File: src/rtl/fetch_queue.sv
// Instruction fetch front-end: issues sequential word reads on a pipelined memory port,
// assembles IWORDS-word instructions (word 0 in the MSBs) and buffers them for decode.
module fetch_queue #(
   parameter int                 WORD_W   = 10,
   parameter int                 ADDR_W   = 14,
   parameter int                 IWORDS   = 3,
   parameter int                 DEPTH    = 4,
   parameter int                 OP_W     = 5,
   parameter logic [ADDR_W-1:0]  RESET_PC = 14'h2000,
   parameter logic [OP_W-1:0]    HALT_OP  = 5'b10011
) (
   input  logic                        clk,
   input  logic                        rst,
   input  logic                        stall,
   input  logic                        redirect,
   input  logic [ADDR_W-1:0]           redirect_pc,
   output logic                        m_read,
   output logic [ADDR_W-1:0]           m_addr,
   input  logic                        m_rvalid,
   input  logic [WORD_W-1:0]           m_rdata,
   output logic                        instr_valid,
   input  logic                        instr_ready,
   output logic [IWORDS*WORD_W-1:0]    instr,
   output logic [ADDR_W-1:0]           instr_pc,
   output logic                        halted,
   output logic [$clog2(DEPTH+1)-1:0]  q_count
);

   localparam int INSTR_W = IWORDS * WORD_W;
   localparam int IDX_W   = (IWORDS > 1) ? $clog2(IWORDS) : 1;
   localparam int PTR_W   = $clog2(DEPTH);
   localparam int CNT_W   = $clog2(DEPTH + 1);

   localparam logic [IDX_W-1:0] LAST_IDX = IDX_W'(IWORDS - 1);
   localparam logic [PTR_W-1:0] LAST_PTR = PTR_W'(DEPTH - 1);
   localparam logic [CNT_W:0]   DEPTH_C  = (CNT_W + 1)'(DEPTH);

   logic [ADDR_W-1:0]  fetch_addr_q, fetch_addr_d;
   logic [IDX_W-1:0]   issue_idx_q, issue_idx_d;
   logic [IDX_W-1:0]   ret_idx_q, ret_idx_d;
   logic [WORD_W-1:0]  asm_q [IWORDS];
   logic [WORD_W-1:0]  asm_d [IWORDS];
   logic [ADDR_W-1:0]  base_pc_q, base_pc_d;
   logic [INSTR_W-1:0] q_instr_q [DEPTH];
   logic [INSTR_W-1:0] q_instr_d [DEPTH];
   logic [ADDR_W-1:0]  q_pc_q [DEPTH];
   logic [ADDR_W-1:0]  q_pc_d [DEPTH];
   logic [PTR_W-1:0]   rd_ptr_q, rd_ptr_d;
   logic [PTR_W-1:0]   wr_ptr_q, wr_ptr_d;
   logic [CNT_W-1:0]   count_q, count_d;
   logic [CNT_W-1:0]   open_q, open_d;
   logic               drop_q, drop_d;
   logic               halted_q, halted_d;

   logic               redir;
   logic               room;
   logic               issue;
   logic               ret_ok;
   logic               push;
   logic               deq;
   logic [INSTR_W-1:0] push_instr;

   function automatic logic [PTR_W-1:0] ptr_inc(input logic [PTR_W-1:0] p);
      return (p == LAST_PTR) ? '0 : p + PTR_W'(1);
   endfunction

   function automatic logic [IDX_W-1:0] idx_inc(input logic [IDX_W-1:0] i);
      return (i == LAST_IDX) ? '0 : i + IDX_W'(1);
   endfunction

   assign m_read      = issue;
   assign m_addr      = fetch_addr_q;
   assign instr_valid = (count_q != '0) && !halted_q;
   assign instr       = q_instr_q[rd_ptr_q];
   assign instr_pc    = q_pc_q[rd_ptr_q];
   assign halted      = halted_q;
   assign q_count     = count_q;

   // Open instructions reserve their queue slot at the first issued word, so a push never overflows.
   always_comb begin
      redir  = redirect && !halted_q;
      room   = ({1'b0, count_q} + {1'b0, open_q}) < DEPTH_C;
      issue  = rst && !halted_q && !stall && !redirect && ((issue_idx_q != '0) || room);
      ret_ok = m_rvalid && !drop_q;
      push   = ret_ok && (ret_idx_q == LAST_IDX);
      deq    = instr_valid && instr_ready && !stall && !redir;
   end

   always_comb begin
      push_instr = '0;
      for (int i = 0; i < IWORDS; i++) begin
         push_instr[INSTR_W-1-i*WORD_W -: WORD_W] = (i == IWORDS - 1) ? m_rdata : asm_q[i];
      end
   end

   always_comb begin
      fetch_addr_d = fetch_addr_q;
      issue_idx_d  = issue_idx_q;
      ret_idx_d    = ret_idx_q;
      asm_d        = asm_q;
      base_pc_d    = base_pc_q;
      q_instr_d    = q_instr_q;
      q_pc_d       = q_pc_q;
      rd_ptr_d     = rd_ptr_q;
      wr_ptr_d     = wr_ptr_q;
      count_d      = count_q;
      open_d       = open_q;
      drop_d       = 1'b0;
      halted_d     = halted_q;

      if (issue) begin
         fetch_addr_d = fetch_addr_q + ADDR_W'(1);
         issue_idx_d  = idx_inc(issue_idx_q);
         if (issue_idx_q == '0) begin
            base_pc_d = fetch_addr_q;
            open_d    = open_d + CNT_W'(1);
         end
      end

      if (ret_ok) begin
         asm_d[ret_idx_q] = m_rdata;
         ret_idx_d        = idx_inc(ret_idx_q);
      end

      // With one-cycle read latency base_pc_q still holds this instruction's pc when its last word lands.
      if (push) begin
         q_instr_d[wr_ptr_q] = push_instr;
         q_pc_d[wr_ptr_q]    = base_pc_q;
         wr_ptr_d            = ptr_inc(wr_ptr_q);
         count_d             = count_d + CNT_W'(1);
         open_d              = open_d - CNT_W'(1);
      end

      if (deq) begin
         rd_ptr_d = ptr_inc(rd_ptr_q);
         count_d  = count_d - CNT_W'(1);
         if (instr[INSTR_W-1 -: OP_W] == HALT_OP) begin
            halted_d = 1'b1;
         end
      end

      if (redir) begin
         fetch_addr_d = redirect_pc;
         issue_idx_d  = '0;
         ret_idx_d    = '0;
         rd_ptr_d     = '0;
         wr_ptr_d     = '0;
         count_d      = '0;
         open_d       = '0;
         drop_d       = 1'b1;
         for (int i = 0; i < IWORDS; i++) begin
            asm_d[i] = '0;
         end
      end
   end

   // drop_q comes out of reset set so a stray return in the first cycle after release is ignored.
   always_ff @(posedge clk or negedge rst) begin
      if (!rst) begin
         fetch_addr_q <= RESET_PC;
         issue_idx_q  <= '0;
         ret_idx_q    <= '0;
         base_pc_q    <= '0;
         rd_ptr_q     <= '0;
         wr_ptr_q     <= '0;
         count_q      <= '0;
         open_q       <= '0;
         drop_q       <= 1'b1;
         halted_q     <= 1'b0;
         for (int i = 0; i < IWORDS; i++) begin
            asm_q[i] <= '0;
         end
         for (int i = 0; i < DEPTH; i++) begin
            q_instr_q[i] <= '0;
            q_pc_q[i]    <= '0;
         end
      end else begin
         fetch_addr_q <= fetch_addr_d;
         issue_idx_q  <= issue_idx_d;
         ret_idx_q    <= ret_idx_d;
         base_pc_q    <= base_pc_d;
         rd_ptr_q     <= rd_ptr_d;
         wr_ptr_q     <= wr_ptr_d;
         count_q      <= count_d;
         open_q       <= open_d;
         drop_q       <= drop_d;
         halted_q     <= halted_d;
         asm_q        <= asm_d;
         q_instr_q    <= q_instr_d;
         q_pc_q       <= q_pc_d;
      end
   end

endmodule
File: config.mk
export PLATFORM = sky130hd
export DESIGN_NAME = fetch_queue
export DESIGN_NICKNAME = d
export VERILOG_FILES = /design/src/rtl/fetch_queue.sv
export SDC_FILE = /design/constraint.sdc
export NUM_CORES = 1
export LEC_CHECK = 0
export CAP_MARGIN = 5
export CORE_ASPECT_RATIO = 1.75
export CORE_MARGIN = 5
export CORE_UTILIZATION = 45
export CTS_CLUSTER_DIAMETER = 30
export DETAILED_ROUTE_END_ITERATION = 16
export PLACE_DENSITY = 0.74
export SLEW_MARGIN = 20
export SYNTH_ARGS = -nofsm -noshare
export SYNTH_HDL_FRONTEND = slang
export SYNTH_SLANG_ARGS = --single-unit
File: constraint.sdc
create_clock -name clk -period 3.38 [get_ports clk]
set_input_delay 0.676 -clock clk [delete_from_list [all_inputs] [get_ports clk]]
set_output_delay 0.676 -clock clk [all_outputs]
set_load 0.01 [all_outputs]
Yosys cells after proc, flatten, opt, wreduce, memory -nomap -nowiden
Index checks and enable logic that the tools add are counted.
W data, S select, Z words.
{ "classes": {"addsub": 10, "magnitude_cmp": 6, "eq_ne": 5, "n_mux": 39, "n_bitwise": 3, "n_reduce_logical": 28} }
{ "ops": {"columns": ["cell", "count"], "rows": [
  ["$mux W30", 5],
  ["$bwmux W120", 1],
  ["$mux W14", 5],
  ["$bmux W30 S2", 1],
  ["$demux W30 S2", 1],
  ["$bwmux W56", 1],
  ["$bwmux W30", 1],
  ["$bmux W14 S2", 1],
  ["$demux W14 S2", 1],
  ["$mux W2", 12],
  ["$mux W3", 7],
  ["$demux W10 S2", 1],
  ["$add A14 B1 Y14 const B", 1],
  ["$logic_and A1 B1 Y1", 13],
  ["$mux W10", 1],
  ["$reduce_bool A2 Y1", 5],
  ["$ge A3 B3 Y1 const B", 3],
  ["$not A2 Y3", 3],
  ["$add A2 B1 Y2 const B", 4],
  ["$eq A2 B2 Y1 const B", 4],
  ["$add A3 B1 Y3 const B", 2],
  ["$lt A3 B1 Y1 const B", 2],
  ["$sub A3 B1 Y3 const B", 2],
  ["$eq A5 B5 Y1 const B", 1],
  ["8 further kinds", 13]
]} }
{ "totals": {"regBits": 250, "out_inout_bits": 64} }

Longest topological paths before layout
Gate-level depths: netlist (run 1).
{ "logic_depth": {"word_depth": 9, "depth_mapped": 9} }

Least setup slack after synthesis (run 1)
OpenSTA, ideal clock, no wires.
{ "synth_path": {"kind": "in2reg", "from": "in redirect", "to": "reg open_q[2]", "setup_time_ps": 135, "arrival_time_ps": 2581, "t_required_ps": 3245, "slack_ps": 663, "path_stages": 9, "cell_sequence": "clkbuf_1 -> nor4b_2 -> and4_1 -> clkbuf_1 -> mux2i_1 -> ha_1 -> nor3b_1 -> o211ai_1 -> nor3b_1"} }
{ "synth_via": {"elab_chain_cells": 7, "elab_cells_between_ends": 8, "classes_between": "add/sub: 1; mux: 3; reduce/logical: 4"} }
{ "synth_lines": {"columns": ["element", "line", "source"], "rows": [
  ["start: declaration", "15", "input logic redirect,"],
  ["$logic_not A1 Y1", "83", "issue = rst && !halted_q && !stall && !redirect && ((issue_idx_q != '0) || room);"],
  ["$logic_and A1 B1 Y1 (2 in series)", "83", null],
  ["$mux W3", "111", "if (issue) begin"],
  ["$sub A3 B1 Y3", "131", "open_d = open_d - CNT_W'(1);"],
  ["$mux W3", "126", "if (push) begin"],
  ["$mux W3 *", "142", "if (redir) begin"],
  ["named net open_d[2]", "51", "logic [CNT_W-1:0] open_q, open_d;"],
  ["end signal: assignment", "185", "open_q <= open_d;"],
  ["end: declaration", "51", null]
]} }
Mark *: on every way through the listed nets, which the timed path passes. The rest lies on a longest branch.
A chain may end at the register's enable or synchronous reset.

Worst setup path in the final report (run 1)
{ "layout_path": {"from": "in rst", "to": "out m_read"} }
{ "layout_via": {"elab_chain_cells": 4} }
{ "layout_lines": {"columns": ["element", "line", "source"], "rows": [
  ["start: declaration", "13", "input logic rst,"],
  ["$logic_and A1 B1 Y1 (4 in series)", "83", null],
  ["end: declaration", "17", "output logic m_read,"]
]} }
No other way between the ends.

==> results of run 1 <==
==> worst max-delay path, cell delays in order <==
cell	delay [ps]
dlygate4sd3_1	560
buf_8	200
or4b_4	500
nor2_1	110
clkdlybuf4s50_1	540
==> cell usage after synthesis (all sizes together) (9+ instances only) <==
| cell type | n | area (um2) |
|---|---|---|
| nand3 | 11 | 55.1 |
| buf | 10 | 53.8 |
| nand2 | 24 | 90.1 |
| mux4 | 44 | 991 |
| a22o | 20 | 175 |
| dfrtp | 238 | 5960 |
| nor2 | 21 | 78.8 |
| clkbuf | 32 | 120 |
| mux2 | 191 | 2150 |
| or4 | 9 | 67.6 |
| ha | 13 | 163 |
| a31oi | 12 | 75.1 |
==> area by class of cell <==
class                           count  share of cell area [%]
Multi-Input combinational cell    420                    33.4
Timing Repair Buffer              114                    9.02
Clock inverter                     18                    1.92
Tap cell                          304                    2.87
Sequential cell                   240                    45.3
Inverter                            7                   0.198
Clock buffer                       43                    7.30
==> per-stage QoR <==
| step | setup WS (ps) | utilization, % |
|---|---|---|
| finish | 99.9 | 56.8 |
| global route | 4.98 | 56.8 |
| CTS | 78.8 | 56.8 |
| detailed placement | 286 | 51.5 |
| global placement | 377 | 51.5 |
| floorplan | 663 | - |
==> cell families (layout without fill, tap and decap cells) <==
kind of cell	Yosys count	in the layout	share of synthesized area (%)
AO/OA/AOI/OAI	64	64	4.34
buffers and inverters	49	182	1.89
flip-flops	240	240	56.6
adder cells (fa/ha/maj)	13	13	1.53
AND/OR/NAND/NOR	99	99	5.09
XOR/XNOR	4	4	0.472
multiplexers	240	240	30.1
==> flip-flops by register name, summed over array words and instances, names as in the netlist <==
| signal | flops |
|---|---|
| q_instr_q | 120 |
| ret_idx_q | 2 |
| open_q | 3 |
| q_pc_q | 56 |
| asm_q | 20 |
| base_pc_q | 14 |
| m_addr | 14 |
| rd_ptr_q | 2 |
| q_count | 3 |
| wr_ptr_q | 2 |
| issue_idx_q | 2 |
| halted | 1 |
| drop_q | 1 |
==> power by group through the flow <==
| stage | sequential (mW) | combinational [mW] | clock [mW] |
|---|---|---|---|
| 2_1_floorplan | 3.91 | 1.21 | 0 |
| 3_3_place_gp | 4.06 | 1.71 | 0 |
| 3_5_place_dp | 4.10 | 1.77 | 0 |
| 4_1_cts | 4.06 | 1.78 | 3.77 |
| 5_1_grt | 4.15 | 1.92 | 3.91 |
| 6_report | 4.05 | 1.75 | 3.71 |
==> worst paths after layout <==
check	startpoint	end	slack (ps)
worst max-delay path	rst	m_read	100
worst min-delay path	q_instr_q[42]$_DFFE_PN0P_	q_instr_q[42]$_DFFE_PN0P_	500
worst max register to register	q_count[2]$_DFF_PN0_	open_q[2]$_DFF_PN0_	770
worst min register to register	q_instr_q[42]$_DFFE_PN0P_	q_instr_q[42]$_DFFE_PN0P_	500
max in group asynchronous	rst	rd_ptr_q[1]$_DFFE_PN0P_	1550
min in group asynchronous	rst	q_pc_q[49]$_DFFE_PN0P_	600
==> routing by layer <==
| metal | up-vias | routed length (um) | share of wire (%) |
|---|---|---|---|
| li1 | 2893 | - | - |
| met3 | 40 | 669 | 2.9 |
| met4 | 0 | 539 | 2.3 |
| met2 | 128 | 12600 | 54 |
| met1 | 3358 | 9500 | 41 |
| met5 | - | 0 | 0 |
==> impl_metrics.toml, run 1 <==
[worst_hold_path]
hold_depth = 1
min-delay-path-class = "reg2reg"

[clock_network]
tritoncts = "done"
cts_sinks = 240
root_buffer = "clkbuf_16"
cts_made_buffers = 34
path_clk_slew_ps = 50
max-clock-path-buffers = 3
ctsHtreeMaxLevel = 2
ctsResizeCount = 0
postCtsSetupRepairBufs = 0
cts_hold_repair.buffers = 1
insertion_delay_ps = 480

[detailed_routing]
vias_per_cell = 5.60
drcViolationCount = 0
drt_iter0_drc = 320
ant_nets = 0
drt_pass1_iterations = 4
wl_um = 23300
vias = 6419
avgRoutedWirePerCell_um = 20.4

[timing]
finClkSkew_ps = 12.6
slew_headroom_pct = 36.5
fin_crit_ps = 3280
setup_viol = 0
hold_viol = 0
hold-worst-slack_ps = 498
report.final.slew_viol_count = 0
fmax_mhz = 305
fin_crit_sh_pct = 97.0
rsz0062_at_grt = "false"
tightest_slew_ps = 952
setup_tns_ps = 0

[die]
start_util_pct = 45.5
design.die.area_mm2 = 0.0269
ioPinCount = 94
die_x_um = 126
die_h_um = 213
core_mm2 = 0.0233
row_count = 74

[global_route]
use_met3_pct = 2.33
grt_pass1_wl_um = 38500
use_met2_pct = 33.1
busiest_layer = "met2"
grt_pass1_vias = 7088
grtUsageTotal_pct = 17.9
grt_max_degree = 182
antenna_found_initial = 0
grt_overflow = 0
met1_usage_pct = 21.9

[synthesis]
async_reset_ff_share_pct = 100
synth_seq_cells = 240
postSynthAreaPerCell_um2 = 15.0
yosysSeqAreaShare_pct = 56.6
synth_fp_nets = 752
postSynthCellCount = 709
synth_ff_type = "dfrtp_1"
synth_cell_type_count = 48
syn_area_mm2 = 0.0106
synth_edf_count = 0
yosysWarningCount = 0

[cells_and_area]
nets = 860
multi_input_area_mm2 = 0.00442
syn2layout_area_growth_pct = 24.9
nFillCells = 1895
instances_no_fill = 1146
final_cell_mix = "236 x dfrtp_1, 191 x mux2_2, 92 x clkdlybuf4s50_1, 44 x mux4_2, 37 x clkbuf_16"
final_common_cell = "dfrtp_1"
final_cell_area_mm2 = 0.0133
diodes = 0
ff_latch_area_mm2 = 0.00601
drive_gt1_share_pct = 38.6

[power]
p_total_mw = 9.51
seqPwrFrac_pct = 42.6
combPwrFrac_pct = 18.4
clkPwrFrac_pct = 39.0
p_leak_nw = 6.13
p_per_area_mw_per_mm2 = 717
p_int_mw = 7.05
swShare_pct = 25.8
vdd_drop_max_v = 0.000385
p_switching_mw = 2.46

[worst_setup_path]
worstSetupStartpointType = "input port"
reg2reg_depth = 8
worst-setup-path-type = "in2out"
crit_path_end_kind = "output port"
cp.arrival_ps = 2600
crit_path_max_fanout = 19
worstPathRequired_ps = 2700

[outcome]
status = "completed"

[place]
placed_area_mm2 = 0.0120
dp_hpwl_um = 15000
place_inst = 1084
place.gp.congestion = 0.761
portBuffers = 93

[job]
drv_cap = 0
Power figures use the tool's default switching activity.
==> inputs of run 2 (changes only) <==
--- a/config.mk
+++ b/config.mk
@@ -11,7 +11,9 @@
 export CORE_UTILIZATION = 45
 export CTS_CLUSTER_DIAMETER = 30
 export DETAILED_ROUTE_END_ITERATION = 16
+export GPL_ROUTABILITY_DRIVEN = 0
 export PLACE_DENSITY = 0.74
+export REMOVE_ABC_BUFFERS = 1
 export SLEW_MARGIN = 20
 export SYNTH_ARGS = -nofsm -noshare
 export SYNTH_HDL_FRONTEND = slang
==> run 2 against run 1 <==
Against the previous run: count of clock-buffer cells in the layout increased by 4; wire length decreased by 0.31%; worst hold slack got worse by 160 ps; critical path depth decreased by 2; critical path type is now reg2out; highest routed layer unchanged; sequential share of layout area increased by 0.17 points; worst setup slack improved by 73 ps; register-to-register slack improved by 40 ps; cell count increased by 0.61%; design area decreased by 0.33%; sequential cell count unchanged; first-iteration DRC count decreased by 15%; critical endpoint is now instr[27].
==> impl_metrics.toml, run 2 (same netlist as run 1, synthesis figures left out) <==
[worst_setup_path]
crit_path_max_fanout = 17
reg2reg_depth = 8
cp.arrival_ps = 2530
worstPathRequired_ps = 2700
crit_path_end_kind = "output port"
worstSetupStartpointType = "flip-flop"
worst-setup-path-type = "reg2out"

[clock_network]
cts_sinks = 240
max-clock-path-buffers = 3
cts_made_buffers = 34
ctsHtreeMaxLevel = 2
path_clk_slew_ps = 60
cts_hold_repair.buffers = 0
ctsResizeCount = 0
insertion_delay_ps = 500
root_buffer = "clkbuf_16"
tritoncts = "done"
postCtsSetupRepairBufs = 0

[power]
p_switching_mw = 2.49
swShare_pct = 26.8
p_per_area_mw_per_mm2 = 704
p_leak_nw = 6.12
combPwrFrac_pct = 18.8
p_total_mw = 9.31
p_int_mw = 6.82
seqPwrFrac_pct = 43.3
clkPwrFrac_pct = 37.8
vdd_drop_max_v = 0.000362

[place]
dp_hpwl_um = 15300
portBuffers = 93
pre_cts_slack_ps = 253

[outcome]
status = "completed"

[die]
die_h_um = 213
start_util_pct = 45.5
design.die.area_mm2 = 0.0269
row_count = 74
core_mm2 = 0.0233
die_x_um = 126
ioPinCount = 94

[timing]
slew_headroom_pct = 38.3
finClkSkew_ps = 11.6
tightest_slew_ps = 922
setup_viol = 0
report.final.slew_viol_count = 0
layout_setup_ws_ps = 173
rsz0062_at_grt = "false"
fmax_mhz = 312
hold_viol = 0
fin_crit_ps = 3210
setup_tns_ps = 0
fin_crit_sh_pct = 94.9

[global_route]
antenna_found_initial = 0
grt_pass1_vias = 7319
grtUsageTotal_pct = 18.0
grt_overflow = 0
grt_max_degree = 155
grt_pass1_wl_um = 38800

[detailed_routing]
drt_iter0_drc = 271
avgRoutedWirePerCell_um = 20.2
vias = 6496
wl_um = 23300
vias_per_cell = 5.63
drt_pass1_iterations = 4
ant_nets = 0
drcViolationCount = 0

[cells_and_area]
diodes = 0
final_cell_mix = "236 x dfrtp_1, 191 x mux2_2, 92 x clkdlybuf4s50_1, 44 x mux4_2, 37 x clkbuf_16"
top_regs = "q_instr_q: 120 flops, q_pc_q: 56 flops, asm_q: 20 flops"
final_common_cell = "dfrtp_1"
syn2layout_area_growth_pct = 24.5
nFillCells = 1877
nets = 866
drive_gt1_share_pct = 39.1
largest_register = "q_instr_q"
utilization_pct = 56.6
largest_reg_flops = 120

[worst_hold_path]
min-delay-path-class = "in2async"

[job]
drv_cap = 0
==> run 2: cell types whose count changed in the layout (fill, tap and decap cells not counted), moves of 2 or more <==
cell       before  now
bufinv_16       5    1
buf_4          12   21
buf_12          8    5
clkbuf_8        2    4
clkbuf_1        4    6
==> run 2: layout make-up <==
type | count | area, um2 | area share [%]
sequential | 240 | 6010 | 45.5
multi-input combinational | 420 | 4430 | 33.5
timing repair buffer | 120 | 1200 | 9.12
clock buffer | 47 | 1000 | 7.59
tap | 304 | 380 | 2.88
clock inverter | 15 | 158 | 1.19
inverter | 7 | 26.3 | 0.199
==> run 2: path summary, 6_finish.rpt <==
path	startpoint	to	slack, ps
hold reg to reg	q_instr_q[30]$_DFFE_PN0P_	q_instr_q[30]$_DFFE_PN0P_	500
max in group asynchronous	rst	q_pc_q[19]$_DFFE_PN0P_	1790
setup / recovery	rd_ptr_q[0]$_DFFE_PN0P_	instr[27]	170
min in group clk	q_instr_q[30]$_DFFE_PN0P_	q_instr_q[30]$_DFFE_PN0P_	500
hold / removal	rst	m_addr[1]$_DFFE_PN0P_	330
setup reg to reg	q_count[2]$_DFF_PN0_	open_q[2]$_DFF_PN0_	810
==> run 2: routing by layer <==
layer	up-vias	global-route usage, %	wire length [um]
li1	2897	-	-
met1	3407	20.9	8890
met2	143	33.4	12900
met3	49	2.43	774
met4	0	6.92	698
met5	-	0	0
==> run 2: power groups by stage <==
stage | clock, mW | sequential (mW) | combinational (mW)
6_report | 3.52 | 4.04 | 1.75
5_1_grt | 3.72 | 4.13 | 1.93
4_1_cts | 3.58 | 4.04 | 1.78
3_5_place_dp | 0 | 4.08 | 1.77
3_3_place_gp | 0 | 4.05 | 1.71
2_1_floorplan | 0 | 3.92 | 1.19
==> run 2: worst max-delay path, cell delays in order (launching register included) <==
cell and delay, ps:
dfrtp_4 650, buf_4 280, mux4_2 580, clkdlybuf4s50_1 510
==> run 2: through the flow <==
step           hold WS [ps]  area [um2]  instances
2_1_floorplan           380       10400        667
3_3_place_gp            481       12000       1091
3_5_place_dp            487       12000       1091
4_1_cts                 374       13200       1153
5_1_grt                 389       13200       1153
6_report                335       13200       1153
==> inputs of run 3 (changes only) <==
--- a/config.mk
+++ b/config.mk
@@ -5,7 +5,6 @@
 export SDC_FILE = /design/constraint.sdc
 export NUM_CORES = 1
 export LEC_CHECK = 0
-export CAP_MARGIN = 5
 export CORE_ASPECT_RATIO = 1.75
 export CORE_MARGIN = 5
 export CORE_UTILIZATION = 45
==> results of run 3 <==
Final layout, timing and power as in run 2 (identical DEF).
